File: src/rtl/simon_round_ctrl.sv
// -----------------------------------------------------------------------------
// simon_round_ctrl
// Control FSM for an iterative SIMON block cipher core. It sequences key
// loading and key-schedule expansion, then block loading, T cipher rounds and
// result hand-off. The datapath (state register and round-key slots) lives
// outside this block and follows the enables produced here.
//
// Ports
//   clk        rising-edge clock
//   nR         synchronous active-low reset
//   newKey     key words valid upstream (held until loadKey)
//   newData    block words valid upstream (held until loadData)
//   readOut    downstream has taken the result
//   loadKey    one-cycle acknowledge of newKey
//   loadData   one-cycle acknowledge of newData
//   initKey    copy the M key words into round-key slots 0..M-1
//   keyExpEn   compute the round key at slot count
//   initBlock  load blockIN into the state register
//   roundEn    apply round count to the state register
//   count      round / key-slot index
//   keyValid   a complete key schedule is present
//   doneData   result is valid in the state register
//   busy       FSM is not in IDLE
// -----------------------------------------------------------------------------
module simon_round_ctrl #(
  parameter int N  = 16,
  parameter int M  = 4,
  parameter int T  = 32,
  parameter int Cb = 5
) (
  input  logic          clk,
  input  logic          nR,
  input  logic          newKey,
  input  logic          newData,
  input  logic          readOut,
  output logic          loadKey,
  output logic          loadData,
  output logic          initKey,
  output logic          keyExpEn,
  output logic          initBlock,
  output logic          roundEn,
  output logic [Cb-1:0] count,
  output logic          keyValid,
  output logic          doneData,
  output logic          busy
);

  // Reject parameter sets the counter or the key schedule cannot support.
  if (((2 ** Cb) < T) || (M >= T) || (M < 1) || (N < 1)) begin : g_bad_params
    $error("simon_round_ctrl: unsupported parameter combination");
  end

  typedef enum logic [2:0] {
    S_IDLE    = 3'd0,
    S_KEYLOAD = 3'd1,
    S_KEYEXP  = 3'd2,
    S_BLKLOAD = 3'd3,
    S_ROUND   = 3'd4,
    S_DONE    = 3'd5
  } state_t;

  localparam logic [Cb-1:0] CNT_LAST = Cb'(T - 1);
  localparam logic [Cb-1:0] CNT_KEY0 = Cb'(M);
  localparam logic [Cb-1:0] CNT_ONE  = Cb'(1);
  localparam logic [Cb-1:0] CNT_ZERO = Cb'(0);

  state_t        state_q, state_d;
  logic [Cb-1:0] count_q, count_d;
  logic          key_valid_q, key_valid_d;

  // The Moore outputs are registered copies of a decode of the next state, so
  // in every cycle they reflect the current state without combinational glitches.
  logic load_key_q,   load_key_d;
  logic load_data_q,  load_data_d;
  logic init_key_q,   init_key_d;
  logic key_exp_en_q, key_exp_en_d;
  logic init_block_q, init_block_d;
  logic round_en_q,   round_en_d;
  logic done_data_q,  done_data_d;
  logic busy_q,       busy_d;

  // Next-state, round counter and key-valid flag.
  always_comb begin
    state_d     = state_q;
    count_d     = count_q;
    key_valid_d = key_valid_q;
    case (state_q)
      S_IDLE: begin
        // A new key always wins over pending data; the data is served on a
        // later visit to IDLE once the new schedule is complete.
        if (newKey) begin
          state_d     = S_KEYLOAD;
          key_valid_d = 1'b0;
        end else if (newData && key_valid_q) begin
          state_d = S_BLKLOAD;
        end else begin
          state_d = S_IDLE;
        end
      end
      S_KEYLOAD: begin
        state_d = S_KEYEXP;
        count_d = CNT_KEY0;
      end
      S_KEYEXP: begin
        count_d = count_q + CNT_ONE;
        if (count_q == CNT_LAST) begin
          state_d     = S_IDLE;
          key_valid_d = 1'b1;
        end else begin
          state_d = S_KEYEXP;
        end
      end
      S_BLKLOAD: begin
        state_d = S_ROUND;
        count_d = CNT_ZERO;
      end
      S_ROUND: begin
        count_d = count_q + CNT_ONE;
        if (count_q == CNT_LAST) begin
          state_d = S_DONE;
        end else begin
          state_d = S_ROUND;
        end
      end
      S_DONE: begin
        if (readOut) begin
          state_d = S_IDLE;
        end else begin
          state_d = S_DONE;
        end
      end
      default: begin
        state_d = S_IDLE;
      end
    endcase
  end

  // Output decode of the state the FSM is about to enter.
  always_comb begin
    busy_d       = (state_d != S_IDLE);
    load_key_d   = (state_d == S_KEYLOAD);
    init_key_d   = (state_d == S_KEYLOAD);
    key_exp_en_d = (state_d == S_KEYEXP);
    load_data_d  = (state_d == S_BLKLOAD);
    init_block_d = (state_d == S_BLKLOAD);
    round_en_d   = (state_d == S_ROUND);
    done_data_d  = (state_d == S_DONE);
  end

  // State, counter, key flag and output registers with synchronous reset.
  always_ff @(posedge clk) begin
    if (!nR) begin
      state_q      <= S_IDLE;
      count_q      <= CNT_ZERO;
      key_valid_q  <= 1'b0;
      busy_q       <= 1'b0;
      load_key_q   <= 1'b0;
      init_key_q   <= 1'b0;
      key_exp_en_q <= 1'b0;
      load_data_q  <= 1'b0;
      init_block_q <= 1'b0;
      round_en_q   <= 1'b0;
      done_data_q  <= 1'b0;
    end else begin
      state_q      <= state_d;
      count_q      <= count_d;
      key_valid_q  <= key_valid_d;
      busy_q       <= busy_d;
      load_key_q   <= load_key_d;
      init_key_q   <= init_key_d;
      key_exp_en_q <= key_exp_en_d;
      load_data_q  <= load_data_d;
      init_block_q <= init_block_d;
      round_en_q   <= round_en_d;
      done_data_q  <= done_data_d;
    end
  end

  assign loadKey   = load_key_q;
  assign loadData  = load_data_q;
  assign initKey   = init_key_q;
  assign keyExpEn  = key_exp_en_q;
  assign initBlock = init_block_q;
  assign roundEn   = round_en_q;
  assign count     = count_q;
  assign keyValid  = key_valid_q;
  assign doneData  = done_data_q;
  assign busy      = busy_q;

endmodule

File: config.mk
export PLATFORM = sky130hd
export DESIGN_NAME = simon_round_ctrl
export DESIGN_NICKNAME = d
export VERILOG_FILES = /design/src/rtl/simon_round_ctrl.sv
export SDC_FILE = /design/constraint.sdc
export NUM_CORES = 1
export LEC_CHECK = 0
export ABC_AREA = 1
export BUFFER_PORTS_ARGS = -buffer_cell sky130_fd_sc_hd__buf_2
export CAP_MARGIN = 20
export CORE_MARGIN = 8
export CORE_UTILIZATION = 35
export DETAILED_ROUTE_END_ITERATION = 12
export PLACE_DENSITY = 0.71
export SLEW_MARGIN = 0
export SYNTH_ARGS = -nofsm -noshare
export SYNTH_HDL_FRONTEND = slang
export SYNTH_SLANG_ARGS = --single-unit
File: constraint.sdc
create_clock -name clk -period 1.4 [get_ports clk]
set_input_delay 0.14 -clock clk [delete_from_list [all_inputs] [get_ports clk]]
set_output_delay 0.14 -clock clk [all_outputs]
set_load 0.02 [all_outputs]
==> metrics.yaml, run 1 <==
ant_nets: 0
path_depth: 9
crit_path_cell_trace: "ha_4, nand2_2, nor2_1, ha_2, nand3_1, nand2_2, nor2_1, nand2_1, nor2_1"
r2r_cells: 9
status: "complete, no violations"
power_uw: 910
startpoint: "count[1]"
cts.path.max_buffers: 2
slowest_delay_ps: 370
route.top_layer_used: "met4"
clock-root-buffer: "clkbuf_4"
drive_above_1_share_pct: 38.7
area_growth_pct: 31.9
grt_max_degree: 11
ys_top_cells_by_count: "nand2_1, dfxtp_1, inv_1, nand3_1, nor2_1"
synth_edf_count: 0
io_pins: 19
grt_overflow: 0
dieHeight_um: 59.9
wl_um: 1640
via_per_inst: 4.64
stdcell_area_um2: 891
synthesis.area_um2: 676
required_ps: 1600
avgSynthCellArea_um2: 7.19
ctsHoldBuffers: 0
endpoint_kind: "register"
synthTopCellsByArea: "dfxtp_1, nand2_1, nand3_1"
clock_skew_ps: 10.2
slew_headroom_pct: 82.3
die_w_um: 59.9
tns_ps: 0
grt_pass1_wl_um: 2630
antenna_found_initial: 0
ir_worst_vdd_mv: 0.566
timing.fmax_ghz: 0.749
startpoint_type: "register"
crit_fanout: 3
syn_inst: 94
instances_no_fill: 146
timing.final.crit_period_ps: 1340
die-area_um2: 3590
seq_area_frac_synth_pct: 44.4
core_area_um2: 1880
cts.reportedPaths.clkPinSlew_ps: 100
route.met3.wl_um: 141
worst_pin_slew_ps: 264
fin_crit_sh_pct: 95.4
ys_types: 18
clock-sinks: 15
wl_per_cell_um: 11.2
crit_top_cell: "nor2_1"
finalSetupViolCount: 0
async_reset_ff_share_pct: 0
finalHoldViolCount: 0
syn-num-nets: 101
start_util_pct: 35.9
leakagePower_nw: 0.469
gp_congestion: 0.836
cpLargestDelayFamily: "simple AND/OR/NAND/NOR gates"
timing.final.max_slew_violations: 0
powerDensity_nw_per_um2: 1020
dp_hpwl_um: 1190
worstPathBufferInverterCount: 0
diodes: 0
h-tree-depth: 1
synth_seq_cells: 15
placed_area_um2: 810
critical_path_class: "register to register"
drtIter0Drc: 8
maxCapViolations: 0
clock_latency_ps: 290
vias: 677
met1_length_um: 678
cts_tree: "yes"
synth_top_area_cell: "dfxtp_1"
grt_pass1_vias: 666
synth_top_area_share_pct: 44.4
slowest_stage: "dfxtp_2"
min_delay_path_depth: 3
grt_usage_pct: 9.56
hp-class: "input pin to register"
numCtsBuffers: 3
worstPathArrival_ps: 1540
holdCritStartpoint: "nR"
rr_startpoint: "count[1]"
placementRows: 16
yosysWarnings: 0
ys.flop_type: "dfxtp_1"
post-place-cells: 140
num-nets-final: 127
port_buffers: 18
firstDrtPassIters: 4
drc: 0
routed-wl-met2_um: 781
yosysMostFrequentCell: "nand2_1"
[logic make-up (layout without fill, tap and decap cells)]
kind of cell / count (synthesis) / after routing / synth area share [%]
simple gates: 50 / 50 / 32.8
buf+inv: 16 / 41 / 10.0
flops: 15 / 15 / 44.4
compound gates: 10 / 10 / 7.78
fa+ha+maj: 2 / 2 / 3.70
xor+xnor: 1 / 1 / 1.30
[worst register-to-register path, cell delays in order (launching register included)]
cell	delay [ps]
dfxtp_2	370
ha_4	150
nand2_2	50
nor2_1	100
ha_2	210
nand3_1	120
nand2_2	110
nor2_1	50
nand2_1	60
nor2_1	40
[worst paths after layout]
kind | end | slack (ps)
min | state_q[1] | 110
max reg2reg | roundEn | 60
min reg2reg | count[4] | 490
max | roundEn | 60
[metal layers]
metal | up-vias | global-route usage [%]
li1 | 343 | -
met1 | 306 | 10.7
met2 | 23 | 15.2
met3 | 5 | 3.01
met4 | 0 | 6.12
met5 | - | 0
[metrics by stage]
step,hold WS (ps),setup slack [ps],util [%]
5_1_grt,112,-13.9,47.3
4_1_cts,108,26.8,44.8
3_5_place_dp,425,10.8,43.0
6_report,109,64.2,47.3
2_1_floorplan,257,1.93,-
3_3_place_gp,424,35.7,43.0
[where the power goes]
part / switching (mW) / internal [mW] / total [mW]
sequential: 0.0143 / 0.450 / 0.465
clock: 0.153 / 0.109 / 0.262
combinational: 0.119 / 0.0641 / 0.183
total: 0.286 / 0.623 / 0.910
[area by class of cell]
type                       instances  area (um2)
inverter                          14        52.6
sequential                        15         303
clock buffer                       3        22.5
multi-input combinational         63         344
tap                               27        33.8
clock inverter                     1        7.51
fill                             207         991
timing repair buffer              23         128
[state kept, by name, indices dropped and copies added (netlist names)]
register,flops
count,5
initBlock,1
keyExpEn,1
doneData,1
roundEn,1
keyValid,1
busy,1
state_q,3
initKey,1
[what timing repair did]
item                                    4_1_cts  5_1_grt
pin swaps                                     0        5
gates resized for setup                       1       10
endpoints found under the setup margin        1        4
buffers inserted                              0        2
endpoints found under the hold margin         0        0
[placed cells by master (no fill, tap or decap), drive strengths merged]
cell type,instances
a21boi,1
a21oi,7
buf,23
clkbuf,3
clkinv,1
clkinvlp,1
dfxtp,15
ha,2
inv,13
nand2,25
nand3,11
nand4,1
nor2,13
o21ai,2
xor2,1
No activity file was read; power rests on OpenSTA's default activity.
==> inputs of run 2 (changes only) <==
- CORE_MARGIN: 8 -> 1
- PLACE_DENSITY: 0.71 -> default
==> metrics.yaml, run 2 (synthesis results as in run 1) <==
status: "complete, no violations"
crit_fanout: 3  # unchanged
h-tree-depth: 1  # unchanged
fin_crit_sh_pct: 95.2  # -0.25 points
leakagePower_nw: 0.468  # -0.19%
powerDensity_nw_per_um2: 1010  # -1.0%
ctsHoldBuffers: 0  # unchanged
timing.fmax_ghz: 0.751  # +0.27%
port_buffers: 18  # unchanged
worstPathBufferInverterCount: 0  # unchanged
comb_power_share_pct: 20.5  # +0.4 points
die_w_um: 45.9  # -23%
grt.busiest_layer: "met2"
crit_path_cell_trace: "ha_4, nand2_1, nor2_1, ha_2, nand3_1, nand2_1, nor2_1, nand2_1, nor2_1"
switching_power_uw: 262  # -8.5%
slew_headroom_pct: 82.6  # +0.37 points
grtUsageMet3_pct: 3.57  # +0.56 points
cpLargestDelayFamily: "simple AND/OR/NAND/NOR gates"
cts_tree: "yes"
die-area_um2: 2110  # -41%
largest_reg_flops: 5  # unchanged
clock_skew_ps: 5.02  # -5.17 ps
drc: 0  # unchanged
clock-root-buffer: "clkbuf_4"
mostFrequentLayoutCells: "nand2_1, buf_2, dfxtp_1"
nFillCells: 214  # +3.4%
core_area_um2: 1760  # -6.2%
grt_overflow: 0  # unchanged
mostFrequentLayoutCell: "nand2_1"
placementRows: 15  # -1
start_util_pct: 38.3  # +2.4 points
grt_pass1_wl_um: 2290  # -13%
grt_pass1_vias: 540  # -19%
whs_ps: 142  # +33.7 ps
clock-sinks: 15  # unchanged
diodes: 0  # unchanged
endpoint_kind: "register"
cts.reportedPaths.clkPinSlew_ps: 90  # about the same
worstPathArrival_ps: 1510  # -30 ps
grt_max_degree: 10  # -1
hp-class: "input pin to register"
ant_nets: 0  # unchanged
dieHeight_um: 45.9  # -23%
rsz0062_at_grt: "true"
maxCapViolations: 0  # unchanged
cts.path.max_buffers: 2  # unchanged
drtIter0Drc: 10  # +2
area_growth_pct: 30.2
clock_latency_ps: 280  # about the same
critical_path_class: "register to register"
tns_ps: 0  # unchanged
dp_hpwl_um: 1070  # -9.9%
power_frac_clock_pct: 27.3  # -1.5 points
required_ps: 1580  # -20 ps
ir_worst_vdd_mv: 0.566  # +0.12%
slowest_stage: "dfxtp_2"
numCtsBuffers: 3  # unchanged
pwr-share-seq_pct: 52.2  # +1.1 points
gp_congestion: 0.790  # -5.5%
io_pins: 19  # unchanged
slowest_delay_ps: 360  # about the same
via_per_inst: 4.62  # -0.41%
use_met2_pct: 22.0  # +6.7 points
finalSetupViolCount: 0  # unchanged
wl_um: 1410  # -14%
drive_above_1_share_pct: 35.3  # -3.4 points
finalHoldViolCount: 0  # unchanged
worst_pin_slew_ps: 259  # -5.49 ps
sw_frac_of_total_pct: 29.5  # -2.0 points
num-nets-final: 127  # unchanged
firstDrtPassIters: 4  # unchanged
antenna_found_initial: 0  # unchanged
use_met1_pct: 21.1  # +10 points
grt_usage_pct: 15.2  # +5.7 points
startpoint_type: "register"
timing.final.crit_period_ps: 1330  # -3.56 ps
vias: 665  # -1.8%
timing.final.max_slew_violations: 0  # unchanged
p_int_uw: 627  # +0.59%
wl_per_cell_um: 9.82  # -12%
run 2: worst paths after layout:
| kind | cells past startpoint | slack (ps) | start | endpoint |
|---|---|---|---|---|
| worst max-delay path | 9 | 70 | count[0] | roundEn |
| worst min-delay path | 3 | 140 | nR | state_q[1] |
| worst max register to register | 9 | 70 | count[0] | roundEn |
| worst min register to register | 2 | 490 | keyValid | keyValid |
run 2: layer usage:
metal	wire [um]	vias up
met1	705	300
met4	26	0
met2	618	16
li1	-	345
met5	0	-
met3	63	4
run 2: worst register-to-register path, cell delays in order, from the launching register on:
cell and delay (ps):
dfxtp_2 360, ha_4 130, nand2_1 40, nor2_1 110
ha_2 200, nand3_1 100, nand2_1 130, nor2_1 50
nand2_1 60, nor2_1 50
run 2: area by class of cell:
class | instances | area, um2 | share of cell area [%]
clock buffers | 4 | 26.3 | 2.99
inverters | 14 | 52.6 | 5.97
multi-input cells | 63 | 339 | 38.5
flip-flops and latches | 15 | 303 | 34.4
well taps | 25 | 31.3 | 3.56
repair buffers | 23 | 128 | 14.5
run 2: power groups by stage:
stage	clock, mW	combinational (mW)	sequential [mW]
after floorplan	0	0.0896	0.500
after global placement	0	0.170	0.473
after detailed placement	0	0.171	0.473
after CTS	0.252	0.171	0.463
after global routing	0.265	0.206	0.466
final	0.242	0.183	0.464
run 2: what timing repair did:
action	in CTS	in global routing
resized for setup	0	8
setup buffers	0	1
setup endpoints to repair	0	4
run 2: per-stage QoR:
stage / power [mW] / instances / util [%] / setup WS, ps / area (um2)
2_1_floorplan: 0.589 / 94 / - / 1.93 / 678
3_3_place_gp: 0.643 / 139 / 46.2 / 27.0 / 815
3_5_place_dp: 0.643 / 139 / 46.2 / 24.3 / 815
4_1_cts: 0.885 / 143 / 47.7 / 3.25 / 841
5_1_grt: 0.938 / 144 / 49.9 / -52.0 / 880
6_report: 0.889 / 144 / 49.9 / 67.7 / 880
